**config.mk**
```make
export PLATFORM = sky130hd
export DESIGN_NAME = alu_exec_stage
export DESIGN_NICKNAME = d
export VERILOG_FILES = /design/src/rtl/alu_exec_stage_pkg.sv /design/src/rtl/alu_exec_stage_alu.sv /design/src/rtl/alu_exec_stage.sv
export SDC_FILE = /design/constraint.sdc
export NUM_CORES = 1
export LEC_CHECK = 0
export CAP_MARGIN = 20
export CORE_UTILIZATION = 40
export CTS_CLUSTER_SIZE = 20
export DETAILED_ROUTE_END_ITERATION = 6
export PLACE_DENSITY = 0.58
export SLEW_MARGIN = 20
export SYNTH_ARGS = -nofsm -noshare
export SYNTH_HDL_FRONTEND = slang
export SYNTH_SLANG_ARGS = --single-unit
```
**constraint.sdc**
```tcl
create_clock -name clk -period 8.1 [get_ports clk]
set_clock_uncertainty 0.1 [all_clocks]
set_input_delay 1.62 -clock clk [delete_from_list [all_inputs] [get_ports clk]]
set_output_delay 1.62 -clock clk [all_outputs]
set_load 0.005 [all_outputs]
```
**src/rtl/alu_exec_stage_pkg.sv**
```systemverilog
// Shared decode constants and small helpers for the execute stage and its ALU.
// Opcode/funct encodings follow the RV32I base ISA.
package alu_exec_stage_pkg;

    typedef logic [6:0] opcode_t;
    typedef logic [2:0] funct3_t;
    typedef logic [6:0] funct7_t;

    localparam opcode_t OP_R = 7'b0110011;
    localparam opcode_t OP_I = 7'b0010011;
    localparam opcode_t OP_B = 7'b1100011;

    localparam funct3_t F3_ADD_SUB = 3'b000;
    localparam funct3_t F3_XOR     = 3'b100;
    localparam funct3_t F3_OR      = 3'b110;
    localparam funct3_t F3_AND     = 3'b111;

    localparam funct3_t F3_BEQ  = 3'b000;
    localparam funct3_t F3_BNE  = 3'b001;
    localparam funct3_t F3_BLT  = 3'b100;
    localparam funct3_t F3_BGE  = 3'b101;
    localparam funct3_t F3_BLTU = 3'b110;
    localparam funct3_t F3_BGEU = 3'b111;

    localparam funct7_t F7_ZERO = 7'b0000000;
    localparam funct7_t F7_SUB  = 7'b0100000;

    function automatic logic alu_f3_legal(input funct3_t f3);
        return (f3 == F3_ADD_SUB) || (f3 == F3_AND) || (f3 == F3_OR) || (f3 == F3_XOR);
    endfunction

    // 010 and 011 are the only unassigned branch funct3 codes.
    function automatic logic br_f3_legal(input funct3_t f3);
        return (f3 != 3'b010) && (f3 != 3'b011);
    endfunction

endpackage

```
**src/rtl/alu_exec_stage_alu.sv**
```systemverilog
// Combinational ALU: add/sub/and/or/xor with carry(borrow), zero, negative and
// add-overflow flags. rst forces a zero result.
module alu
    import alu_exec_stage_pkg::*;
#(
    parameter int SIZE = 32
) (
    input  logic            rst,
    input  funct3_t         f3,
    input  funct7_t         f7,
    input  logic [SIZE-1:0] op1,
    input  logic [SIZE-1:0] op2,
    output logic [SIZE-1:0] result,
    output logic            c,
    output logic            z,
    output logic            n,
    output logic            v
);

    logic [SIZE:0]   sum_ext;
    logic [SIZE:0]   diff_ext;
    logic [SIZE-1:0] and_v;
    logic [SIZE-1:0] or_v;
    logic [SIZE-1:0] xor_v;
    logic            sub;

    assign sum_ext  = {1'b0, op1} + {1'b0, op2};
    assign diff_ext = {1'b0, op1} - {1'b0, op2};
    assign sub      = (f7 == F7_SUB);

    for (genvar gi = 0; gi < SIZE; gi++) begin : g_bitwise
        assign and_v[gi] = op1[gi] & op2[gi];
        assign or_v[gi]  = op1[gi] | op2[gi];
        assign xor_v[gi] = op1[gi] ^ op2[gi];
    end

    // On subtract, c is bit SIZE of the widened difference, i.e. the borrow.
    always_comb begin
        result = '0;
        c      = 1'b0;
        if (!rst) begin
            case (f3)
                F3_ADD_SUB: begin
                    if (sub) begin
                        {c, result} = diff_ext;
                    end else begin
                        {c, result} = sum_ext;
                    end
                end
                F3_AND:  result = and_v;
                F3_OR:   result = or_v;
                F3_XOR:  result = xor_v;
                default: result = '0;
            endcase
        end
    end

    assign z = (result == '0);
    assign n = result[SIZE-1];
    assign v = !rst & ~(op1[SIZE-1] ^ op2[SIZE-1]) & (op1[SIZE-1] ^ sum_ext[SIZE-1]);

endmodule

```
**src/rtl/alu_exec_stage.sv**
```systemverilog
// Two-stage execute sequencer: stage 1 decodes and registers ALU operands,
// stage 2 captures the ALU result and resolves branches.
module alu_exec_stage
    import alu_exec_stage_pkg::*;
#(
    parameter int SIZE = 32
) (
    input  logic            clk,
    input  logic            rst,
    input  logic            flush,
    input  logic            in_valid,
    output logic            in_ready,
    input  logic [31:0]     in_instr,
    input  logic [SIZE-1:0] in_pc,
    input  logic [SIZE-1:0] in_rs1,
    input  logic [SIZE-1:0] in_rs2,
    output logic            out_valid,
    input  logic            out_ready,
    output logic [SIZE-1:0] out_result,
    output logic [4:0]      out_rd,
    output logic            out_we,
    output logic            out_br_taken,
    output logic [SIZE-1:0] out_br_target,
    output logic            out_illegal
);

    logic            s1_valid_reg;
    logic [SIZE-1:0] op1_reg, op2_reg, br_target_reg;
    funct3_t         f3_reg, br_f3_reg;
    funct7_t         f7_reg;
    logic [4:0]      rd_reg;
    logic            is_alu_reg, is_branch_reg, illegal_reg;

    logic [SIZE-1:0] op1_next, op2_next, br_target_next;
    funct3_t         f3_next, br_f3_next;
    funct7_t         f7_next;
    logic [4:0]      rd_next;
    logic            is_alu_next, is_branch_next, illegal_next;

    logic            s2_adv, accept;
    opcode_t         opcode;
    funct3_t         in_f3;
    logic [SIZE-1:0] imm_i, imm_b;
    logic [4:0]      rs1_field_unused;

    logic [SIZE-1:0] alu_result;
    logic            alu_c, alu_z, alu_n, alu_v_unused;
    logic            vs, br_cond, br_taken;

    assign s2_adv   = !out_valid | out_ready;
    assign in_ready = !s1_valid_reg | s2_adv;
    assign accept   = in_valid & in_ready & !flush;

    assign opcode           = in_instr[6:0];
    assign in_f3            = in_instr[14:12];
    assign rs1_field_unused = in_instr[19:15];
    assign imm_i = {{(SIZE-12){in_instr[31]}}, in_instr[31:20]};
    assign imm_b = {{(SIZE-13){in_instr[31]}}, in_instr[31], in_instr[7],
                    in_instr[30:25], in_instr[11:8], 1'b0};
    assign br_target_next = in_pc + imm_b;

    always_comb begin
        op1_next       = '0;
        op2_next       = '0;
        f3_next        = F3_ADD_SUB;
        f7_next        = F7_ZERO;
        br_f3_next     = in_f3;
        rd_next        = '0;
        is_alu_next    = 1'b0;
        is_branch_next = 1'b0;
        illegal_next   = 1'b0;
        case (opcode)
            OP_R: begin
                is_alu_next = 1'b1;
                rd_next     = in_instr[11:7];
                if (alu_f3_legal(in_f3)) begin
                    op1_next = in_rs1;
                    op2_next = in_rs2;
                    f3_next  = in_f3;
                    f7_next  = in_instr[31:25];
                end else begin
                    illegal_next = 1'b1;
                end
            end
            OP_I: begin
                // f7 stays zero so ADDI never turns into a subtract via imm bit 10.
                is_alu_next = 1'b1;
                rd_next     = in_instr[11:7];
                if (alu_f3_legal(in_f3)) begin
                    op1_next = in_rs1;
                    op2_next = imm_i;
                    f3_next  = in_f3;
                end else begin
                    illegal_next = 1'b1;
                end
            end
            OP_B: begin
                is_branch_next = 1'b1;
                op1_next       = in_rs1;
                op2_next       = in_rs2;
                f7_next        = F7_SUB;
                illegal_next   = !br_f3_legal(in_f3);
            end
            default: illegal_next = 1'b1;
        endcase
    end

    always_ff @(posedge clk or posedge rst) begin
        if (rst) begin
            s1_valid_reg  <= 1'b0;
            op1_reg       <= '0;
            op2_reg       <= '0;
            f3_reg        <= F3_ADD_SUB;
            f7_reg        <= F7_ZERO;
            br_f3_reg     <= '0;
            br_target_reg <= '0;
            rd_reg        <= '0;
            is_alu_reg    <= 1'b0;
            is_branch_reg <= 1'b0;
            illegal_reg   <= 1'b0;
        end else begin
            if (flush) begin
                s1_valid_reg <= 1'b0;
            end else if (in_ready) begin
                s1_valid_reg <= in_valid;
            end
            if (accept) begin
                op1_reg       <= op1_next;
                op2_reg       <= op2_next;
                f3_reg        <= f3_next;
                f7_reg        <= f7_next;
                br_f3_reg     <= br_f3_next;
                br_target_reg <= br_target_next;
                rd_reg        <= rd_next;
                is_alu_reg    <= is_alu_next;
                is_branch_reg <= is_branch_next;
                illegal_reg   <= illegal_next;
            end
        end
    end

    alu #(
        .SIZE(SIZE)
    ) u_alu (
        .rst    (1'b0),
        .f3     (f3_reg),
        .f7     (f7_reg),
        .op1    (op1_reg),
        .op2    (op2_reg),
        .result (alu_result),
        .c      (alu_c),
        .z      (alu_z),
        .n      (alu_n),
        .v      (alu_v_unused)
    );

    // Signed-compare overflow of the subtract; the ALU's own v is add-only.
    assign vs = (op1_reg[SIZE-1] ^ op2_reg[SIZE-1]) & (op1_reg[SIZE-1] ^ alu_result[SIZE-1]);

    always_comb begin
        case (br_f3_reg)
            F3_BEQ:  br_cond = alu_z;
            F3_BNE:  br_cond = !alu_z;
            F3_BLT:  br_cond = alu_n ^ vs;
            F3_BGE:  br_cond = !(alu_n ^ vs);
            F3_BLTU: br_cond = alu_c;
            F3_BGEU: br_cond = !alu_c;
            default: br_cond = 1'b0;
        endcase
    end

    assign br_taken = is_branch_reg & !illegal_reg & br_cond;

    always_ff @(posedge clk or posedge rst) begin
        if (rst) begin
            out_valid     <= 1'b0;
            out_result    <= '0;
            out_rd        <= '0;
            out_we        <= 1'b0;
            out_br_taken  <= 1'b0;
            out_br_target <= '0;
            out_illegal   <= 1'b0;
        end else begin
            if (flush) begin
                out_valid <= 1'b0;
            end else if (s2_adv) begin
                out_valid <= s1_valid_reg;
            end
            if (s2_adv && s1_valid_reg && !flush) begin
                out_result    <= alu_result;
                out_rd        <= rd_reg;
                out_we        <= is_alu_reg & !illegal_reg;
                out_br_taken  <= br_taken;
                out_br_target <= br_target_reg;
                out_illegal   <= illegal_reg;
            end
        end
    end

endmodule

```
### After elaboration in Yosys (flattened, before gate mapping)

Cells that the tools add are included.

* add/subtract/negate cells: 3
* equal/unequal tests: 17
* mux-type cells: 23
* bitwise logic cells: 106
* reduce and logical (&&, ||, !) cells: 21

Operator list (number)
* $mux 32: 4
* $pmux 32 s4: 1
* $pmux 32 s3: 1
* $pmux 32 s2: 1
* $and 1x1->1: 38
* $or 1x1->1: 34
* $xor 1x1->1: 34
* $add 32x32->33: 1
* $sub 32x32->33: 1
* $add 32x32->32: 1
* $logic_not 32->1: 1
* $eq 3x3->1 const B: 10
* $eq 7x6->1 const B: 2
* $pmux 7 s2: 1
* $logic_not 3->1: 3
* $mux 1: 9
* $logic_not 1->1: 8
* $eq 7x5->1 const B: 1
* $eq 7x7->1 const B: 1
* $mux 7: 1
* $mux 3: 2
* $ne 3x2->1 const B: 2
* $pmux 1 s6: 1
* $mux 5: 1
* other kinds (6): 11

* register bits: 191
* input bits: 133
* output and inout port bits: 74
* logic and storage cells: 188

### Logic depth before layout (Yosys ltp)

* depth in word-level cells: 9
* depth in mapped cells: 16

### Cells and area by module

Synthesis repeated with hierarchy kept, for this count alone.

* cells, all modules: 1655
* area total of the unflattened synthesis: 14463.9 µm²

Modules (own cells, without submodules)
* alu_exec_stage: instances 1, cells an instance 786, area each 8852.2 µm²
* alu: instances 1, cells an instance 869, area each 5611.6 µm²

### Worst setup path after synthesis

OpenSTA, ideal clock, no wires.

* kind: input to register
* start point: input in_instr[8]
* end point: register br_target_reg[31]
* setup time: 0.134 ns
* arrival time: 4.134 ns
* data required time: 7.866 ns
* slack: 3.732 ns
* cell stages on the path: 15
* cells stage by stage: ha_1 -> inv_1 -> fa_1 -> nand2b_1 -> a21oi_1 -> o211ai_1 -> a21oi_1 -> o22a_1 -> a41o_1 -> o211ai_1 -> o31ai_1 -> o221a_2 -> a31oi_1 -> xnor2_1 -> o21ai_0

* longest elaborated chain between the ends: 1

Ends and longest elaborated chain
* from (decl): RTL line alu_exec_stage.sv:13 `input logic [31:0] in_instr,`
* $add 32x32->32: RTL line alu_exec_stage.sv:60 `assign br_target_next = in_pc + imm_b;`
* to (signal assigned): RTL line alu_exec_stage.sv:133 `br_target_reg <= br_target_next;`
* to (decl): RTL line alu_exec_stage.sv:28 `logic [SIZE-1:0] op1_reg, op2_reg, br_target_reg;`

No other way between the ends.
A chain may end at the register's enable or synchronous reset.

### Worst setup path after layout

* start point: register f3_reg[0]
* end point: register out_br_taken

* longest elaborated chain between the ends: 8
* elaborated cells on any way between the ends: 15

Ends and longest elaborated chain
* from (decl): RTL line alu_exec_stage.sv:29 `funct3_t f3_reg, br_f3_reg;`
* from (signal assigned): RTL line alu_exec_stage.sv:130 `f3_reg <= f3_next;`
* $eq 3x3->1 / $logic_not 3->1 (equally long branches): RTL line alu_exec_stage_alu.sv:42 `case (f3)`
* $pmux 32 s4: RTL line alu_exec_stage_alu.sv:42
* $xor 1x1->1: RTL line alu_exec_stage.sv:158 `assign vs = (op1_reg[SIZE-1] ^ op2_reg[SIZE-1]) & (op1_reg[SIZE-1] ^ alu_result[SIZE-1]);`
* $and 1x1->1: RTL line alu_exec_stage.sv:158
* $xor 1x1->1: RTL line alu_exec_stage.sv:164, alu_exec_stage.sv:165
* $logic_not 1->1: RTL line alu_exec_stage.sv:165 `F3_BGE: br_cond = !(alu_n ^ vs);`
* $pmux 1 s6 (*): RTL line alu_exec_stage.sv:161 `case (br_f3_reg)`
* $and 1x1->1 (*): RTL line alu_exec_stage.sv:172 `assign br_taken = is_branch_reg & !illegal_reg & br_cond;`
* to (signal assigned): RTL line alu_exec_stage.sv:193 `out_br_taken <= br_taken;`
* to (decl): RTL line alu_exec_stage.sv:22 `output logic out_br_taken,`

Mark *: on every way between the ends. The rest lies on a longest branch, timed or not.

==> impl_table.tex <==
\begin{tabular}{lr}
\hline
Metric & Value \\
\hline
\multicolumn{2}{l}{\textbf{Power}} \\
\quad Leakage power & $\sim$0.0074 uW \\
\quad Cell area power density & around 150 mW/mm2 \\
\quad Worst ir drop on vdd & 0.160 mV \\
\multicolumn{2}{l}{\textbf{Global routing}} \\
\quad Global-route wire length before repair & 71300 um \\
\quad Top Usage Layer GRT & met2 \\
\quad Number of antenna violations at the first check in global routing & 1 \\
\quad Met3 global-route usage & between 4 and 5\% \\
\quad Total track usage & 25.3\% \\
\quad Residual overflow from global routing & 0 \\
\quad GR Layer Usage met1 & a little over a third \\
\quad Pin count of the biggest net entering global routing & 127 \\
\quad Routing usage on met2 & 39.8\% \\
\quad Vias in the first global route & 12600 \\
\multicolumn{2}{l}{\textbf{Worst setup path}} \\
\quad CP Data Required Time & 8.41 ns \\
\quad Critical Path Max Stage Delay & 0.92 ns \\
\quad Dominant cell type by count on the critical path & sky130\_fd\_sc\_hd\_\_nand4\_1 \\
\quad Category of the worst setup path capture point & flop \\
\quad Startpoint of the worst-slack reg-to-reg timing path & f3\_reg[0]\$\_DFFE\_PP0P\_ \\
\quad Maximum fanout along the worst path & 26 \\
\quad Data arrival time of the critical path & around 5.3 ns \\
\quad Worst path cell trace & nor2\_1 > a32o\_1 > o41ai\_1 > o311ai\_1 > a221oi\_1 > nand4\_1 > nor4\_1 > nand4\_1 > nor4\_1 > nand3\_1 > or4\_1 > nand4\_1 \\
\quad Cell type of the slowest stage on the worst timing path & sky130\_fd\_sc\_hd\_\_dfrtp\_1 \\
\quad Startpoint type of the worst setup path & flop \\
\quad Type of the worst setup path & reg2reg \\
\quad Startpoint of the worst setup timing path & f3\_reg[0]\$\_DFFE\_PP0P\_ \\
\multicolumn{2}{l}{\textbf{STA}} \\
\quad Worst max-slew margin expressed relative to the limit & about 37\% \\
\quad Setup violation total in the final timing report & 0 \\
\quad Setup tns final & 0 ns \\
\quad Final hold violation count & 0 \\
\quad Transition time at the pin with the least slew margin & about 0.94 ns \\
\quad Final Hold Slack & 0.374 ns \\
\quad Fmax & approximately 0.20 GHz \\
\quad Final Critical Period & 5.04 ns \\
\quad Setup repair after global routing missed its margin & false \\
\quad Post-route clock period utilization & about 62\% \\
\quad Slew Limit Fails & 0 \\
\multicolumn{2}{l}{\textbf{Layout}} \\
\quad Number of nets in the layout & 2057 \\
\quad Fraction of final layout cells with drive strength greater than 1 & 8.06\% \\
\quad Area of all placed cells without fillers & 0.0172 mm2 \\
\quad Most frequent cells in the layout & sky130\_fd\_sc\_hd\_\_clkdlybuf4s50\_1 (201), sky130\_fd\_sc\_hd\_\_dfrtp\_1 (191), sky130\_fd\_sc\_hd\_\_nand2\_1 (183), sky130\_fd\_sc\_hd\_\_o21ai\_0 (137), sky130\_fd\_sc\_hd\_\_ha\_1 (135) \\
\quad Most common library cell in the layout ignoring fill and taps & sky130\_fd\_sc\_hd\_\_clkdlybuf4s50\_1 \\
\quad Layout area overhead & 20.6\% \\
\multicolumn{2}{l}{\textbf{Run}} \\
\quad Number of violations of the max-capacitance limit & 0 \\
\multicolumn{2}{l}{\textbf{Logic synthesis}} \\
\quad Synthesized area per cell & 8.66 um2 \\
\quad Synthesized netlist cell count & around 1600 \\
\quad Predominant post-synthesis flop cell & sky130\_fd\_sc\_hd\_\_dfrtp\_1 \\
\quad Ys async rst share & 100\% \\
\quad Total standard cell area after synthesis & between 0.01 and 0.015 mm2 \\
\quad Post-synth EDFFs & 0 \\
\quad Number of distinct library cells after synthesis & 94 \\
\quad Post-Syn Nets & approximately 1900 \\
\quad Synth warn & 0 \\
\quad Register area share after synthesis & 33.5\% \\
\quad Number of storage elements in the synthesis netlist & 191 \\
\multicolumn{2}{l}{\textbf{Floorplanning}} \\
\quad Die Y-Extent & 191 um \\
\quad Starting density of the core & roughly 41\% \\
\quad I/O pin count & 207 \\
\quad Area of the core & 0.0348 mm2 \\
\quad Number of cell rows & a little under 70 \\
\quad Floorplan die area & 0.0364 mm2 \\
\quad Die outline width & between 150 and 200 um \\
\multicolumn{2}{l}{\textbf{Clock tree}} \\
\quad Skew-Pair Late Insertion Delay & 0.47 ns \\
\quad Number of buffers inserted for hold repair after clock tree synthesis & 0 \\
\quad Number of setup buffers added after CTS & 0 \\
\quad Buffer cell driving the clock tree root & sky130\_fd\_sc\_hd\_\_clkbuf\_16 \\
\quad Clock transition at path regs & roughly 0.090 ns \\
\quad Quantity of gates resized following cts & 0 \\
\quad Depth of the CTS H-tree & 4 \\
\quad Inserted Clock Buffers & 17 \\
\quad \# clock sinks & between 150 and 200 \\
\quad TritonCTS clock tree & built \\
\quad Longest Clk Path Bufs & 2 \\
\multicolumn{2}{l}{\textbf{Placed design}} \\
\quad Half-perimeter wire length of the detailed placement result & 32900 um \\
\quad Port bufs & 201 \\
\quad Post-place instance area & 0.0166 mm2 \\
\quad Final weighted congestion in routability-driven placement & between 0.9 and 1 \\
\multicolumn{2}{l}{\textbf{Detailed routing}} \\
\quad Number of DRC violations after detailed-routing iteration 0 & 1076 \\
\quad DRC & 0 \\
\quad Detail-routed net length per standard cell & 20.1 um \\
\quad Total via count in the routed design & 12800 \\
\quad Total length of routed wires & $\sim$45000 um \\
\quad Via density & 5.67 \\
\quad DRT antenna net count & 0 \\
\quad First-pass detailed-route iteration total & 7 \\
\multicolumn{2}{l}{\textbf{Outcome}} \\
\quad Outcome & finished, final reports clean \\
\multicolumn{2}{l}{\textbf{Min path}} \\
\quad Start point of the worst hold path & br\_target\_reg[7]\$\_DFFE\_PP0P\_ \\
\quad Hold Path Class & reg2reg \\
\hline
\end{tabular}
[critical path: cells and delay by family, from the launching register on]
| kind | cells | cell delay (ns) |
|---|---|---|
| AO/OA/AOI/OAI | 4 | 1.51 |
| flip-flops | 1 | 0.92 |
| AND/OR/NAND/NOR | 8 | 2.44 |
[synth_stat cells, drive strengths merged, types with 4 or more instances]
library cell | instances | share of area, %
xor2 | 18 | 1.1
buf | 43 | 1.6
a211oi | 18 | 0.95
a21o | 24 | 1.3
nand3b | 5 | 0.26
or2 | 5 | 0.22
a31oi | 18 | 0.79
a311oi | 4 | 0.33
ha | 135 | 12
o211ai | 15 | 0.86
nand2 | 185 | 4.9
o31ai | 19 | 1.0
nand2b | 33 | 1.4
o41ai | 4 | 0.30
nand4 | 7 | 0.31
nor4 | 11 | 0.74
a22o | 13 | 0.80
a2111oi | 5 | 0.35
nor2 | 97 | 2.6
o21a | 7 | 0.37
mux2i | 21 | 1.5
inv | 116 | 3.1
o311a | 4 | 0.28
mux2 | 56 | 4.4
o211a | 4 | 0.28
nor3 | 18 | 0.63
clkbuf | 54 | 1.4
o22ai | 46 | 2.1
and2 | 6 | 0.26
o21ai | 141 | 4.9
or4 | 5 | 0.26
xnor2 | 24 | 1.5
dfrtp | 191 | 33
o311ai | 9 | 0.55
nand3 | 30 | 1.1
a21oi | 130 | 4.8
nor4b | 4 | 0.33
a22oi | 28 | 1.5
or3 | 7 | 0.31
o21bai | 14 | 0.74
and3 | 11 | 0.48
a32o | 5 | 0.35
nor2b | 12 | 0.53
[worst paths after layout]
check,endpoint,slack (ns),cells past startpoint
worst max register to register,out_br_taken$_DFFE_PP0P_,3.06,12
worst min-delay path,br_target_reg[7]$_DFFE_PP0P_,0.37,2
worst min register to register,br_target_reg[7]$_DFFE_PP0P_,0.37,2
max in group asynchronous,br_target_reg[23]$_DFFE_PP0P_,4.86,3
worst max-delay path,out_br_taken$_DFFE_PP0P_,3.06,12
min in group asynchronous,op1_reg[7]$_DFFE_PP0P_,1.64,2
[cell type report]
| class | count | area, um2 |
|---|---|---|
| multi-input cells | 1244 | 8650 |
| fillers | 3344 | 17600 |
| diodes | 1 | 2.50 |
| flip-flops and latches | 191 | 4780 |
| inverters | 116 | 443 |
| clock inverters | 15 | 191 |
| repair buffers | 216 | 2140 |
| well taps | 455 | 569 |
| clock buffers | 17 | 425 |
[power breakdown]
group	switching, uW	leakage [uW]	internal (uW)	total [uW]
combinational	258	0.00457	334	592
clock	449	0.000298	447	896
sequential	67.0	0.00252	1070	1140
total	774	0.00739	1850	2620
[cells by family after synthesis]
kind of cell	synth area share [%]
compound gates	24.7
xor+xnor	2.58
fa+ha+maj	12.3
buf+inv	6.09
flops	33.5
mux	5.89
simple gates	15.0
[per-layer routing]
metal,part of all wire (%),vias up
met3,4.9,48
met4,1.8,0
li1,-,6187
met5,0,-
met1,48,6219
met2,46,332
[per-stage QoR]
step	instances	power [uW]	util [%]	setup slack (ns)
floorplan	1648	1430	-	1.18
global placement	2222	1740	47.6	2.74
detailed placement	2222	1750	47.6	2.66
CTS	2254	2660	49.4	3.14
global route	2254	2760	49.4	2.79
finish	2255	2620	49.4	3.06
No activity file was read; power rests on OpenSTA's default activity.
